--- config.mk ---
export PLATFORM = sky130hd
export DESIGN_NAME = usr_sequencer_flat
export DESIGN_NICKNAME = d
export VERILOG_FILES = /design/src/rtl/usr_sequencer_pkg.sv /design/src/rtl/usr_sequencer_if.sv /design/src/rtl/usr_sequencer_usr.sv /design/src/rtl/usr_sequencer.sv /design/src/flat_wrapper.sv
export SDC_FILE = /design/constraint.sdc
export NUM_CORES = 1
export LEC_CHECK = 0
export ABC_AREA = 0
export CORE_ASPECT_RATIO = 1.4
export CORE_UTILIZATION = 30
export CTS_CLUSTER_DIAMETER = 40
export DETAILED_ROUTE_END_ITERATION = 16
export SYNTH_ARGS = -nofsm -noshare
export SYNTH_HDL_FRONTEND = slang
export SYNTH_SLANG_ARGS = --single-unit
export TNS_END_PERCENT = 100
--- constraint.sdc ---
create_clock -name clk -period 4.4 [get_ports clk]
set_input_delay 0.88 -clock clk [delete_from_list [all_inputs] [get_ports clk]]
set_output_delay 0.88 -clock clk [all_outputs]
set_load 0.05 [all_outputs]
--- src/rtl/usr_sequencer_pkg.sv ---
// usr_sequencer shared definitions
// Opcode, datapath select and FSM state encodings.
package usr_sequencer_pkg;

   typedef enum logic [1:0] {
      OP_LOAD = 2'b00,
      OP_SHR  = 2'b01,
      OP_SHL  = 2'b10,
      OP_ROR  = 2'b11
   } op_e;

   typedef enum logic [1:0] {
      SEL_HOLD = 2'b00,
      SEL_SHR  = 2'b01,
      SEL_SHL  = 2'b10,
      SEL_LOAD = 2'b11
   } sel_e;

   typedef enum logic [1:0] {
      IDLE = 2'b00,
      EXEC = 2'b01,
      DONE = 2'b10
   } state_e;

endpackage

--- src/rtl/usr_sequencer_if.sv ---
// usr_sequencer command handshake bundle
// Host drives the command; the sequencer answers with cmd_ready.
interface usr_sequencer_if #(
   parameter int WIDTH = 4,
   parameter int CNT_W = 3
);
   logic             cmd_valid;
   logic             cmd_ready;
   logic [1:0]       cmd_op;
   logic [CNT_W-1:0] cmd_count;
   logic [WIDTH-1:0] cmd_data;
   logic             cmd_fill;

   modport master (
      output cmd_valid, cmd_op, cmd_count, cmd_data, cmd_fill,
      input  cmd_ready
   );

   modport slave (
      input  cmd_valid, cmd_op, cmd_count, cmd_data, cmd_fill,
      output cmd_ready
   );
endinterface

--- src/rtl/usr_sequencer_usr.sv ---
// universal_shift_register: hold / shift right / shift left / load
// so_o captures the bit displaced by the latest shift.
module universal_shift_register
   import usr_sequencer_pkg::*;
#(
   parameter int WIDTH = 4
) (
   input  logic             clk,
   input  logic             rst_n,
   input  sel_e             sel_i,
   input  logic             right_i,
   input  logic             left_i,
   input  logic [WIDTH-1:0] par_i,
   output logic [WIDTH-1:0] q_o,
   output logic             so_o
);

   logic [WIDTH-1:0] q_q;
   logic             so_q;

   // Register update selected by the mode input
   always_ff @(posedge clk or negedge rst_n) begin
      if (!rst_n) begin
         q_q  <= '0;
         so_q <= 1'b0;
      end else begin
         unique case (sel_i)
            SEL_HOLD: ;
            SEL_SHR: begin
               q_q  <= {right_i, q_q[WIDTH-1:1]};
               so_q <= q_q[0];
            end
            SEL_SHL: begin
               q_q  <= {q_q[WIDTH-2:0], left_i};
               so_q <= q_q[WIDTH-1];
            end
            SEL_LOAD: begin
               q_q  <= par_i;
               so_q <= 1'b0;
            end
         endcase
      end
   end

   assign q_o  = q_q;
   assign so_o = so_q;

endmodule

--- src/rtl/usr_sequencer.sv ---
// usr_sequencer: command FSM driving a universal shift register
// One command at a time; done pulses one cycle after the last update.
module usr_sequencer
   import usr_sequencer_pkg::*;
#(
   parameter int WIDTH = 4,
   parameter int CNT_W = 3
) (
   input  logic             clk,
   input  logic             clr,
   usr_sequencer_if.slave   cmd,
   output logic [WIDTH-1:0] data_out,
   output logic             serial_out,
   output logic             busy,
   output logic             done
);

   state_e           state_q;
   op_e              op_q;
   logic [CNT_W-1:0] cnt_q;
   logic [WIDTH-1:0] data_q;
   logic             fill_q;
   logic             done_q;

   sel_e             sel;
   logic             right_in;
   logic             left_in;

   // Command latch, remaining-count and state sequencing
   always_ff @(posedge clk or negedge clr) begin
      if (!clr) begin
         state_q <= IDLE;
         op_q    <= OP_LOAD;
         cnt_q   <= '0;
         data_q  <= '0;
         fill_q  <= 1'b0;
         done_q  <= 1'b0;
      end else begin
         unique case (state_q)
            IDLE: begin
               done_q <= 1'b0;
               if (cmd.cmd_valid) begin
                  op_q   <= op_e'(cmd.cmd_op);
                  cnt_q  <= cmd.cmd_count;
                  data_q <= cmd.cmd_data;
                  fill_q <= cmd.cmd_fill;
                  if (op_e'(cmd.cmd_op) == OP_LOAD ||
                      cmd.cmd_count != '0) begin
                     state_q <= EXEC;
                  end else begin
                     state_q <= DONE;
                     done_q  <= 1'b1;
                  end
               end
            end
            EXEC: begin
               if (op_q != OP_LOAD) begin
                  cnt_q <= cnt_q - 1'b1;
               end
               if (op_q == OP_LOAD || cnt_q == 1) begin
                  state_q <= DONE;
                  done_q  <= 1'b1;
               end
            end
            DONE: begin
               state_q <= IDLE;
               done_q  <= 1'b0;
            end
            default: begin
               state_q <= IDLE;
               done_q  <= 1'b0;
            end
         endcase
      end
   end

   // Datapath mode and serial inputs for the current EXEC cycle
   always_comb begin
      sel      = SEL_HOLD;
      right_in = 1'b0;
      left_in  = 1'b0;
      if (state_q == EXEC) begin
         unique case (op_q)
            OP_LOAD: sel = SEL_LOAD;
            OP_SHR: begin
               sel      = SEL_SHR;
               right_in = fill_q;
            end
            OP_SHL: begin
               sel     = SEL_SHL;
               left_in = fill_q;
            end
            OP_ROR: begin
               sel      = SEL_SHR;
               right_in = data_out[0];
            end
         endcase
      end
   end

   universal_shift_register #(
      .WIDTH (WIDTH)
   ) u_usr (
      .clk     (clk),
      .rst_n   (clr),
      .sel_i   (sel),
      .right_i (right_in),
      .left_i  (left_in),
      .par_i   (data_q),
      .q_o     (data_out),
      .so_o    (serial_out)
   );

   assign cmd.cmd_ready = (state_q == IDLE);
   assign busy          = (state_q != IDLE);
   assign done          = done_q;

endmodule

--- src/flat_wrapper.sv ---
// flat-port wrapper written by rule: the top's interface ports become plain ports
module usr_sequencer_flat import usr_sequencer_pkg::*;
#(
   parameter int WIDTH = 4,
   parameter int CNT_W = 3
)
  (clk, clr, data_out, serial_out, busy, done, cmd_cmd_valid, cmd_cmd_op, cmd_cmd_count, cmd_cmd_data, cmd_cmd_fill, cmd_cmd_ready);
  usr_sequencer_if #(.WIDTH(WIDTH), .CNT_W(CNT_W)) cmd_i ();
  input  logic clk;
  input  logic clr;
  output logic [WIDTH-1:0] data_out;
  output logic serial_out;
  output logic busy;
  output logic done;
  input wire logic [$bits(cmd_i.cmd_valid)-1:0] cmd_cmd_valid;
  input wire logic [$bits(cmd_i.cmd_op)-1:0] cmd_cmd_op;
  input wire logic [$bits(cmd_i.cmd_count)-1:0] cmd_cmd_count;
  input wire logic [$bits(cmd_i.cmd_data)-1:0] cmd_cmd_data;
  input wire logic [$bits(cmd_i.cmd_fill)-1:0] cmd_cmd_fill;
  output wire logic [$bits(cmd_i.cmd_ready)-1:0] cmd_cmd_ready;
  assign cmd_i.cmd_valid = cmd_cmd_valid;
  assign cmd_i.cmd_op = cmd_cmd_op;
  assign cmd_i.cmd_count = cmd_cmd_count;
  assign cmd_i.cmd_data = cmd_cmd_data;
  assign cmd_i.cmd_fill = cmd_cmd_fill;
  assign cmd_cmd_ready = cmd_i.cmd_ready;
  usr_sequencer #(.WIDTH(WIDTH), .CNT_W(CNT_W)) u_core (.clk(clk), .clr(clr), .cmd(cmd_i), .data_out(data_out), .serial_out(serial_out), .busy(busy), .done(done));
endmodule
# Yosys cells after proc, flatten, opt, wreduce, memory -nomap -nowiden
# Index checks and enable logic that the tools add are counted.
classes:
  n_addsub: 1
  n_eq_ne: 11
  muxes: 19
  n_reduce_logical: 14
ops:
  columns: ["operator", "n"]
  rows:
  - ["$pmux W4 S3", 1]
  - ["$eq A2 B2 Y1 const B", 4]
  - ["$mux W2", 4]
  - ["$eq A2 B1 Y1 const B", 3]
  - ["$logic_not A2 Y1", 3]
  - ["$mux W1", 6]
  - ["$mux W3", 2]
  - ["$pmux W2 S3", 1]
  - ["$pmux W3 S2", 1]
  - ["$reduce_bool A2 Y1", 3]
  - ["$reduce_bool A3 Y1", 2]
  - ["$ne A2 B1 Y1 const B", 2]
  - ["$pmux W1 S2", 2]
  - ["$pmux W2 S2", 1]
  - ["$reduce_and A2 Y1", 2]
  - ["$eq A3 B1 Y1 const B", 1]
  - ["$pmux W1 S3", 1]
  - ["$reduce_and A3 Y1", 1]
  - ["$sub A3 B1 Y3 const B", 1]
  - ["$logic_or A1 B1 Y1", 2]
  - ["$ne A2 B2 Y1 const B", 1]
  - ["$reduce_or A2 Y1", 1]
word_totals:
  reg_bits: 18
  input_bits: 13
  out_inout_bits: 8
  wordCells: 53

# Logic depth before layout (Yosys ltp)
logic_depth:
  ltp_word: 6
  depth_mapped: 6
  depth_no_buf: 5

# By module
# Synthesis repeated with hierarchy kept, for this count alone.
hier_totals:
  hier_cells: 79
  area_unflattened_um2: 1007.2
by_module_without_submodules:
  columns: ["module", "n_inst", "cells_per_inst", "area_per_inst_um2", "seq_area_each_um2"]
  rows:
  - ["usr_sequencer", 1, 65, 747.0, 325.3]
  - ["universal_shift_register", 1, 14, 260.2, 125.1]

# Worst setup path before layout
# OpenSTA, ideal clock, no wires.
synth_timing:
  path_type: "flip-flop to output port"
  start: "register u_core.state_q[0]"
  end: "output port cmd_cmd_ready"
  arrival_time_ns: 1.006
  t_required_ns: 3.520
  setup_slack_ns: 2.514
  stages_incl_launch_ff: 4
  n_path_buf: 1
  path_cell_list: "dfrtp_1 > buf_6 > or2_4 > inv_2"
synth_between:
  elab_chain_len: 1
synth_lines:
  columns: ["element", "line_no", "text"]
  rows:
  - ["start, declared", "usr_sequencer.sv:18", "state_e state_q;"]
  - ["start signal, assigned", "usr_sequencer.sv:32", "state_q <= IDLE;"]
  - ["start signal, assigned", "usr_sequencer.sv:49", "state_q <= EXEC;"]
  - ["start signal, assigned", "usr_sequencer.sv:51", "state_q <= DONE;"]
  - ["$logic_not A2 Y1", "usr_sequencer.sv:114", "assign cmd.cmd_ready = (state_q == IDLE);"]
  - ["end, declared", "flat_wrapper.sv:20", "output wire logic [$bits(cmd_i.cmd_ready)-1:0] cmd_cmd_ready;"]
# Every way passes these cells.

# Worst setup path after layout
# Ends and elaborated chain as after synthesis.

==> results.ini <==
[routing]
routed_via_density=4.743
vias=664
drc=0
drt-initial-drc-count=4
routed_wl_um=1961
post_drt_wl_per_cell_um=14.01
ant_nets=0
drtPass1Iterations=3

[setup_path]
cp-end-kind=output pin
cp-start-kind=register
required_ns=3.52
reg2reg_from=u_core.state_q[0]$_DFFE_PN0P_
crit_arrival_ns=1.84
crit_start=u_core.state_q[0]$_DFFE_PN0P_
path_class=register to output pin
path_max_fanout=10

[timing]
setup_slack_ns=1.679
max-slew-margin-rel_pct=37.44
setup_tns_ns=0
setup_viol=0
post-route-min-period_ns=2.721
final-hold-violation-count=0
post-route-period-util_pct=61.85
slew_violations=0
rsz0062_at_grt=false
skew_ns=0.003412
clock.fmax_mhz=367.5
worst_pin_slew_ns=0.9365

[clock_tree]
cts_buffers=3
cts_num_sinks=18
tritoncts=done
post_cts_resized=0
post_cts_buffers=0
cts.clk_slew.worst_paths_ns=0.07
clockRootBuffer=clkbuf_8
insertion_delay_ns=0.26
ctsHoldBuffers=0
cts_max_path_buffers=2
cts_max_level=1

[synth]
muxShareOfSynthArea_pct=22.71
synth_cells=82
ys_seq_area_share_pct=45.17
synth_compound_area_share_pct=9.034
synth_xor_area_share_pct=0
synth_top_family_by_area=multiplexers
synth_area_um2=997.2
synth_cell_types=33
syn_avg_cell_area_um2=12.16
syn_nets=97
ys_warn_count=0
ys_ff_latch=18
synthAdderAreaFrac_pct=2.509
synthSimpleGateAreaFrac_pct=12.80

[placement]
placed_cells=136
portBuffers=20
dpl_worst_slack_ns=1.958
place_congestion=0.8343
dp_hpwl_um=1465

[floorplanning]
die_h_um=70.22
die_area_mm2=0.003562
start_util_pct=31.63
placeableCoreArea_mm2=0.003153
num_rows=24
die_w_um=50.73
pin_count=21

[power_and_ir_drop]
power.density_mw_per_mm2=836.7
power.leakage_nw=0.5341
ir_worst_vdd_mv=0.3861

[global_routing]
antenna_found_initial=0
grt_max_degree=19
grt_pass1_vias=709
grt_overflow_total=0
grt_pass1_wl_um=3367
globalRouteTotalUtil_pct=12.73

[hold_path]
worstHoldStart=u_core.data_q[0]$_DFFE_PN0P_
hold_class=register to register

[layout]
diodes=0
syn_to_final_growth_pct=24.59
finish.net_count=117
layout-drive-gt1-share_pct=20.79
stdcell_count=140

[run_status]
status=complete, no violations

[job]
max_cap_viol_count=0

Yosys cell counts:
library cell	instances	share of area, %
mux2_2	3	3.4
nand3b_1	2	1.5
inv_1	4	1.5
a31oi_1	1	0.63
a211oi_1	1	0.75
a221oi_2	1	1.5
or2_4	1	0.88
o31ai_1	1	0.75
mux2_4	8	12
nor2_1	2	0.75
nand2_1	5	1.9
nor3_1	2	1.0
buf_2	1	0.50
nand4b_1	1	0.88
nor2b_1	1	0.63
nand4_1	2	1.3
a2bb2oi_1	1	0.88
dfrtp_1	18	45
buf_6	3	3.4
o211ai_1	1	0.75
a21oi_1	2	1.0
and2_4	1	0.88
inv_2	1	0.38
or2_2	1	0.63
o21ai_0	4	2.0
mux2i_1	5	5.0
ha_1	2	2.5
mux4_2	1	2.3
o21bai_1	1	0.75
and3_1	1	0.63
buf_12	1	2.0
nand2b_1	1	0.63
or2_1	2	1.3
routing by layer:
metal | share of wire (%) | track usage, % | up-vias
li1 | - | - | 325
met5 | 0 | 0 | -
met3 | 4.6 | 2.832 | 4
met1 | 44 | 15.25 | 317
met4 | 1.7 | 6.481 | 0
met2 | 50 | 20.89 | 18
cell families after synthesis:
family | after synthesis
AND/OR/NAND/NOR | 22
flip-flops | 18
multiplexers | 17
AO/OA/AOI/OAI | 13
buffers and inverters | 10
adder cells (fa/ha/maj) | 2
where the power goes:
group | total, W | internal [W] | switching [W] | leakage (nW)
clock | 0.000138 | 0.0000796 | 0.0000583 | 0.0288
combinational | 0.000563 | 0.000273 | 0.000290 | 0.289
sequential | 0.000339 | 0.000249 | 0.0000896 | 0.216
total | 0.00104 | 0.000602 | 0.000438 | 0.534
through the flow:
stage | hold WS [ns] | util [%] | cell area [um^2] | total power [W]
3_3_place_gp | 0.4970 | 37.66 | 1187 | 0.0009022
3_5_place_dp | 0.4927 | 37.66 | 1187 | 0.0009109
2_1_floorplan | 0.4771 | - | 997.2 | 0.0007997
5_1_grt | 0.5300 | 39.40 | 1242 | 0.001109
4_1_cts | 0.5158 | 39.40 | 1242 | 0.001052
6_report | 0.5115 | 39.40 | 1242 | 0.001040
registers in the layout, summed over array words and instances (netlist names):
name / flops
u_core.data_q: 4
u_core.u_usr.q_o: 4
u_core.cnt_q: 3
u_core.op_q: 2
u_core.state_q: 2
u_core.done: 1
u_core.fill_q: 1
u_core.u_usr.so_o: 1
cell usage in the layout (no fill, tap or decap):
cell type        netlist  final
clkdlybuf4s50_1        0     20
dfrtp_1               18     18
mux2_4                 8      8
nand2_1                5      5
mux2i_1                5      5
inv_1                  4      4
o21ai_0                4      4
clkbuf_8               0      4
mux2_2                 3      3
nor3_1                 2      2
a21oi_1                2      2
or2_1                  2      2
nand4_1                2      2
nand3b_1               2      2
nor2_1                 2      2
ha_1                   2      2
or2_4                  1      1
inv_2                  1      1
and2_4                 1      1
or2_2                  1      1
nand2b_1               1      1
nor2b_1                1      1
and3_1                 1      1
o21bai_1               1      1
o31ai_1                1      1
a31oi_1                1      1
a221oi_2               1      1
a2bb2oi_1              1      1
a211oi_1               1      1
mux4_2                 1      1
nand4b_1               1      1
o211ai_1               1      1
final timing paths:
check	end	slack, ns	cells past startpoint
worst max-delay path	cmd_cmd_ready	1.68	3
worst max register to register	u_core.done$_DFFE_PN0P_	2.56	3
min in group asynchronous	u_core.data_q[2]$_DFFE_PN0P_	1.10	1
max in group asynchronous	u_core.u_usr.q_o[0]$_DFFE_PN0P_	2.79	1
worst min-delay path	u_core.data_q[0]$_DFFE_PN0P_	0.51	1
worst min register to register	u_core.data_q[0]$_DFFE_PN0P_	0.51	1
layout make-up:
class                   instances  area [um^2]
clock buffers                   4        55.05
fillers                       340         1911
inverters                       5        18.77
multi-input cells              54        469.2
flip-flops and latches         18        450.4
well taps                      39        48.80
repair buffers                 20        200.2
critical path, cell delays in order (launching register included):
cell and delay, ns:
dfrtp_1 0.47, or2_4 0.27, inv_2 0.05, clkdlybuf4s50_1 0.78
No activity file was read; power rests on OpenSTA's default activity.
